--- src/rtl/ram_access_arbiter.sv ---
// ram_access_arbiter: round-robin arbiter and access sequencer for a single-port RAM.
// Two requesters (A, B) share the RAM. Each op runs setup -> strobe -> dout wait -> done.
// Optional RAM parity check is built when RAM_PARITY_CHK_EN is defined.
module ram_access_arbiter #(
    parameter int unsigned MEM_WIDTH = 16,
    parameter int unsigned ADDR_SIZE = 10,
    parameter int unsigned ADDR_LAT  = 2,
    parameter int unsigned DOUT_LAT  = 2
) (
    input  logic                 clk,
    input  logic                 rst,
    input  logic                 a_req,
    input  logic                 a_we,
    input  logic [ADDR_SIZE-1:0] a_addr,
    input  logic [MEM_WIDTH-1:0] a_wdata,
    input  logic                 b_req,
    input  logic                 b_we,
    input  logic [ADDR_SIZE-1:0] b_addr,
    input  logic [MEM_WIDTH-1:0] b_wdata,
    output logic                 a_gnt,
    output logic                 b_gnt,
    output logic                 a_done,
    output logic                 b_done,
    output logic [MEM_WIDTH-1:0] a_rdata,
    output logic [MEM_WIDTH-1:0] b_rdata,
    output logic                 ram_blk_select,
    output logic                 ram_wr_en,
    output logic                 ram_rd_en,
    output logic                 ram_addr_en,
    output logic                 ram_dout_en,
    output logic [ADDR_SIZE-1:0] ram_addr,
    output logic [MEM_WIDTH-1:0] ram_din,
    input  logic [MEM_WIDTH-1:0] ram_dout,
    input  logic                 ram_parity_out,
    output logic                 busy,
    output logic                 par_err
);

    localparam int unsigned MAX_LAT = (ADDR_LAT > DOUT_LAT) ? ADDR_LAT : DOUT_LAT;
    localparam int unsigned CNT_W   = (MAX_LAT > 1) ? $clog2(MAX_LAT) : 1;

    typedef enum logic [2:0] {
        S_IDLE,
        S_SETUP,
        S_ACCESS,
        S_WAIT,
        S_DONE
    } state_t;

    state_t               state;
    logic [CNT_W-1:0]     cnt;
    logic                 owner_b;
    logic                 last_b;
    logic                 op_we;
    logic [ADDR_SIZE-1:0] cap_addr;
    logic [MEM_WIDTH-1:0] cap_wdata;
    logic                 pick_b_c;

    // B wins when it requests alone, or on a tie when A was served last
    assign pick_b_c = b_req && (!a_req || !last_b);

`ifdef RAM_PARITY_CHK_EN
    logic par_mismatch_c;

    // Stored parity bit versus parity recomputed over the returned word
    assign par_mismatch_c = ram_parity_out != (^ram_dout);
`else
    logic unused_parity;

    assign unused_parity = ram_parity_out;
    assign par_err       = 1'b0;
`endif

    // Sequencer; every output is registered from the current state, so the
    // visible phase trails the state register by one cycle (gnt is cycle 0).
    always_ff @(posedge clk) begin
        if (rst) begin
            state          <= S_IDLE;
            cnt            <= '0;
            owner_b        <= 1'b0;
            last_b         <= 1'b1;
            op_we          <= 1'b0;
            cap_addr       <= '0;
            cap_wdata      <= '0;
            a_gnt          <= 1'b0;
            b_gnt          <= 1'b0;
            a_done         <= 1'b0;
            b_done         <= 1'b0;
            a_rdata        <= '0;
            b_rdata        <= '0;
            ram_blk_select <= 1'b0;
            ram_wr_en      <= 1'b0;
            ram_rd_en      <= 1'b0;
            ram_addr_en    <= 1'b0;
            ram_dout_en    <= 1'b0;
            ram_addr       <= '0;
            ram_din        <= '0;
            busy           <= 1'b0;
`ifdef RAM_PARITY_CHK_EN
            par_err        <= 1'b0;
`endif
        end else begin
            a_gnt          <= 1'b0;
            b_gnt          <= 1'b0;
            a_done         <= 1'b0;
            b_done         <= 1'b0;
            ram_blk_select <= 1'b0;
            ram_wr_en      <= 1'b0;
            ram_rd_en      <= 1'b0;
            ram_addr_en    <= 1'b0;
            ram_dout_en    <= 1'b0;
            busy           <= (state != S_IDLE);

            case (state)
                S_IDLE: begin
                    if (a_req || b_req) begin
                        a_gnt     <= !pick_b_c;
                        b_gnt     <= pick_b_c;
                        owner_b   <= pick_b_c;
                        last_b    <= pick_b_c;
                        op_we     <= pick_b_c ? b_we    : a_we;
                        cap_addr  <= pick_b_c ? b_addr  : a_addr;
                        cap_wdata <= pick_b_c ? b_wdata : a_wdata;
                        cnt       <= '0;
                        state     <= (ADDR_LAT == 0) ? S_ACCESS : S_SETUP;
                    end
                end

                S_SETUP: begin
                    ram_blk_select <= 1'b1;
                    ram_addr_en    <= 1'b1;
                    ram_addr       <= cap_addr;
                    ram_din        <= cap_wdata;
                    if (cnt == CNT_W'(ADDR_LAT - 1)) begin
                        cnt   <= '0;
                        state <= S_ACCESS;
                    end else begin
                        cnt <= cnt + CNT_W'(1);
                    end
                end

                S_ACCESS: begin
                    ram_blk_select <= 1'b1;
                    ram_addr_en    <= 1'b1;
                    ram_addr       <= cap_addr;
                    ram_din        <= cap_wdata;
                    ram_wr_en      <= op_we;
                    ram_rd_en      <= !op_we;
                    cnt            <= '0;
                    state          <= (!op_we && (DOUT_LAT != 0)) ? S_WAIT : S_DONE;
                end

                S_WAIT: begin
                    ram_dout_en <= 1'b1;
                    if (cnt == CNT_W'(DOUT_LAT - 1)) begin
                        cnt   <= '0;
                        state <= S_DONE;
                    end else begin
                        cnt <= cnt + CNT_W'(1);
                    end
                end

                S_DONE: begin
                    // ram_dout is sampled here, at the end of the last dout-wait cycle
                    a_done <= !owner_b;
                    b_done <= owner_b;
                    if (!op_we) begin
                        if (owner_b) b_rdata <= ram_dout;
                        else         a_rdata <= ram_dout;
`ifdef RAM_PARITY_CHK_EN
                        if (par_mismatch_c) par_err <= 1'b1;
`endif
                    end
                    state <= S_IDLE;
                end

                default: state <= S_IDLE;
            endcase
        end
    end

endmodule

--- config.mk ---
export PLATFORM = sky130hd
export DESIGN_NAME = ram_access_arbiter
export DESIGN_NICKNAME = d
export VERILOG_FILES = /design/src/rtl/ram_access_arbiter.sv
export SDC_FILE = /design/constraint.sdc
export NUM_CORES = 1
export LEC_CHECK = 0
export CAP_MARGIN = 10
export CELL_PAD_IN_SITES_DETAIL_PLACEMENT = 1
export CELL_PAD_IN_SITES_GLOBAL_PLACEMENT = 2
export CORE_UTILIZATION = 24
export DETAILED_ROUTE_END_ITERATION = 6
export HOLD_SLACK_MARGIN = 0.1
export PLACE_DENSITY = 0.88
export SKIP_CTS_REPAIR_TIMING = 1
export SLEW_MARGIN = 20
export SYNTH_ARGS = -nofsm -noshare
export SYNTH_HDL_FRONTEND = slang
export SYNTH_SLANG_ARGS = --single-unit
--- constraint.sdc ---
create_clock -name clk -period 1.9 [get_ports clk]
set_clock_uncertainty 0.05 [all_clocks]
set_input_delay 0.38 -clock clk [delete_from_list [all_inputs] [get_ports clk]]
set_output_delay 0.38 -clock clk [all_outputs]
set_load 0.005 [all_outputs]
# Word-level counts from Yosys, hierarchy flattened
# Index checks and enable logic that the tools add are counted.
# W data, S select, Z words.
# classes
add_sub_neg	1
n_mux	13
reduce_logical	21
n_bitwise	6
n_eq_ne	7
# op_table
operator	n
$mux W16	1
$mux W3	4
$pmux W3 S4	1
$mux W10	1
$reduce_and A3 Y1	3
$reduce_or A2 Y1	4
$eq A3 B2 Y1 const B	2
$ne A2 B2 Y1 const B	3
$not A1 Y1	6
$reduce_bool A3 Y1	2
$logic_not A1 Y1	5
$mux W1	5
$reduce_and A2 Y1	2
$eq A3 B1 Y1 const B	1
$eq A3 B3 Y1 const B	1
$logic_not A3 Y1	1
$pmux W1 S3	1
$reduce_or A3 Y1	1
$logic_or A1 B1 Y1	2
$add A1 B1 Y1 const B	1
$logic_and A1 B1 Y1	1
# word_totals
inputBits	75
out_inout_bits	69
ff_bits	100
elab_cells	68

# Longest topological paths before layout
# depth
ltp_word	4
depth_mapped	6
ltp_nobuf	3

# Worst setup path before layout
# Ideal clock, no wire load.
# synth_path
path_kind	register to register
start	register state[2]
end	register a_rdata[10]
period_less_slack_ps	1778
path_buffers	1
arrival_time_ps	1656
setup_ps	72
slack_ps	122
t_required_ps	1778
path_stages_with_launch	5
cell_sequence	dfxtp_1 or3b_4 nor3_2 buf_6 mux2i_1
# synth_between
elab_chain_cells	2
# synth_rtl
item	line	source
start: declaration	50	state_t state;
start signal: assignment	125	state <= (ADDR_LAT == 0) ? S_ACCESS : S_SETUP;
start signal: assignment	150	state <= (!op_we && (DOUT_LAT != 0)) ? S_WAIT : S_DONE;
$eq A3 B3 Y1	114	case (state)
$reduce_and A3 Y1 (no source line)	-	
end signal: assignment	169	else a_rdata <= ram_dout;
end: declaration	24	output logic [MEM_WIDTH-1:0] a_rdata,
# No other way between the ends.
# A chain may end at the register's enable or synchronous reset.

# Worst setup path in the final report
# layout_path
start	register state[0]
end	register b_rdata[13]
# layout_between
elab_chain_cells	2
# layout_rtl
item	line	source
$eq A3 B3 Y1	114	
$reduce_and A3 Y1 (no source line)	-	
end signal: assignment	168	if (owner_b) b_rdata <= ram_dout;
end: declaration	25	output logic [MEM_WIDTH-1:0] b_rdata,
# No other way between the ends.

==> impl_metrics.csv <==
group,metric,value,unit
floorplan,num_rows,47,
timing,slew_violations,0,
setup_path,worstSetupEndpointType,"flip-flop",
pwr,p_int,3630,uW
detailed_routing,via_count,3474,
status,status,"finished, final reports clean",
setup_path,crit_path_max_incr_delay,0.43,ns
clock_network,cts-root-buf,"clkbuf_16",
pwr,seq_power_share,47.8,%
synth,yosys_register_bits,100,
clock_network,cts_buffer_depth,2,
timing,max_freq,0.547,GHz
timing,finalSetupViolCount,0,
synth,synthCells,418,
clock_network,clk_pin_slew_worst_paths,0.07,ns
synth,syn_area,4130,um^2
setup_path,cp_max_fo,16,
global_routing,antenna_found_initial,0,
detailed_routing,first_iter_violations,88,
setup_path,crit_family,"simple AND/OR/NAND/NOR gates",
timing,finalCritPeriodShare,96.1,%
setup_path,crit_chain,"buf_4 -> or3b_4 -> or3b_1 -> buf_12 -> mux2i_1",
detailed_routing,ant_nets,0,
pwr,comb_power_share,16.9,%
clock_network,clk-insertion-delay-late,0.34,ns
synth,seq_area_frac_synth,48.5,%
global_routing,grt_pass1_vias,3737,
placement,hpwl,8.69,mm
pwr,leakage,0.00243,uW
clock_network,cts_tree,"done",
clock_network,cts-htree-levels,3,
pwr,swShare,25.2,%
floorplan,start_util,24.7,%
timing,hold_violations,0,
global_routing,overflow,0,
placement,place_congestion,0.814,
placement,dp.cells,763,
timing,timing.slew.headroom,44.2,%
setup_path,cp.required,2.08,ns
timing,hold_ws,0.422,ns
floorplan,core,16700,um^2
timing,worst_pin_slew,0.837,ns
timing,rsz0062_at_grt,"no",
clock_network,numCtsBuffers,9,
placement,placed_area,5820,um^2
finish,utilization,36.7,%
finish,instances_no_fill,780,
setup_path,cp_data_arrival_time,2.00,ns
flow_run,maxCapViolCount,0,
global_routing,track_usage,14.1,%
timing,post-route-min-period,1.83,ns
finish,layout_common_cells,"clkdlybuf4s50_1, nand2b_1, dfxtp_1, mux2i_1, nor3_1",
setup_path,path_buf_inv,2,
synth,yosysUniqueCellTypes,31,
finish,drive_above_1_share,7.68,%
detailed_routing,drc,0,
finish,layout_commonest_cell,"clkdlybuf4s50_1",
finish,nets,631,
clock_network,clock_sinks,100,
placement,place_ws,-0.511,ns
setup_path,crit_type,"flip-flop to flip-flop",
synth,syn_area_per_cell,9.87,um^2
hold_path,hold_path.class,"flip-flop to flip-flop",
finish,area_delta_synth_final,48.6,%
floorplan,io_pins,144,
pwr,power.clock.fraction,35.3,%
placement,port_buffers,141,
timing,worst_slack,0.0734,ns
setup_path,cpMaxStageDelayCell,"or3b_1",
pwr,ir_drop,0.390,mV
finish,final_cell_area,6130,um^2
pwr,power.switching,1220,uW
setup_path,crit_path_start_kind,"flip-flop",
detailed_routing,routed_wl,11.9,mm
floorplan,die_y,133,um
detailed_routing,drt_pre_antenna_iters,4,
floorplan,die_x,133,um
global_routing,grt_pass1_wl,19.2,mm
detailed_routing,avgRoutedWirePerCell,15.3,um
detailed_routing,routed_via_density,4.45,
finish,n_antenna_cell,0,
synth,yosys_warnings,0,
global_routing,grt_max_degree,112,
synth,syn_nets,493,
pwr,power_density,792,nW/um^2
floorplan,dieArea,17700,um^2
-- final timing paths --
kind / start / end / slack (ns) / cells past startpoint
hold reg to reg: a_rdata[11] / a_rdata[11] / 0.42 / 2
setup / recovery: state[0] / b_rdata[13] / 0.07 / 5
setup reg to reg: state[0] / b_rdata[13] / 0.07 / 5
hold / removal: a_rdata[11] / a_rdata[11] / 0.42 / 2
-- kinds of logic after synthesis --
| group | Yosys count | share of synthesized area, % |
|---|---|---|
| and+or+nand+nor | 159 | 23.1 |
| DFF | 100 | 48.5 |
| buffers and inverters | 62 | 6.70 |
| muxes | 58 | 14.1 |
| AOI/OAI and AO/OA | 36 | 7.12 |
| xor gates and xnor gates | 2 | 0.424 |
| other | 1 | 0.0908 |
-- layout make-up --
cell class              instances  area [um^2]
clock buffers                  10          239
clock inverters                 5         38.8
fillers                      1883        10600
inverters                      29          109
multi-input cells             256         1860
flip-flops and latches        100         2000
well taps                     220          275
repair buffers                160         1610
-- cell usage after synthesis --
library cell / count / area, um^2
nand2b_1: 103 / 644
dfxtp_1: 100 / 2000
mux2i_1: 58 / 581
nor3_1: 31 / 155
inv_1: 29 / 109
a221oi_1: 27 / 236
clkbuf_1: 24 / 90.1
nor2_1: 7 / 26.3
a21oi_1: 5 / 25.0
buf_2: 4 / 20.0
nand2_1: 4 / 15.0
buf_4: 2 / 15.0
buf_6: 2 / 22.5
nor3_2: 2 / 20.0
nor3b_1: 2 / 15.0
nor4_1: 2 / 12.5
xor2_1: 2 / 17.5
a21bo_2: 1 / 10.0
a221o_1: 1 / 10.0
and3_1: 1 / 6.26
buf_12: 1 / 20.0
conb_1: 1 / 3.75
nor2b_1: 1 / 6.26
o211ai_1: 1 / 7.51
o21ai_0: 1 / 5.00
or2_2: 1 / 6.26
or3_1: 1 / 6.26
or3b_1: 1 / 8.76
or3b_4: 1 / 11.3
or4b_1: 1 / 10.0
or4b_2: 1 / 10.0
-- power by group through the flow --
| stage | clock network (uW) | registers (uW) | logic (uW) |
|---|---|---|---|
| after floorplan | 0 | 2360 | 391 |
| after global placement | 0 | 2360 | 785 |
| after detailed placement | 0 | 2370 | 810 |
| after CTS | 1800 | 2320 | 816 |
| after global routing | 1880 | 2340 | 895 |
| final | 1720 | 2320 | 821 |
-- registers in the layout, indices dropped and copies added (netlist names), 3 cells and up --
name / cells
a_rdata: 16
b_rdata: 16
cap_wdata: 16
ram_din: 16
cap_addr: 10
ram_addr: 10
state: 3
-- worst min-delay path: stages, from the launching register on --
cell and delay [ns]:
dfxtp_1 0.31, nand2b_1 0.06, mux2i_1 0.05
-- layer usage --
layer | wire (um) | track usage (%)
met1 | 5140 | 16.1
met3 | 679 | 3.04
met4 | 308 | 6.82
met5 | 0 | 0
met2 | 5800 | 24.8
-- through the flow --
step                total power [uW]  setup TNS, ns
CTS                             4930          -6.36
floorplan                       2750              0
detailed placement              3180         -13.24
global placement                3150         -11.20
global route                    5110              0
finish                          4860              0
Note: power is estimated with default switching activity, not from simulation.
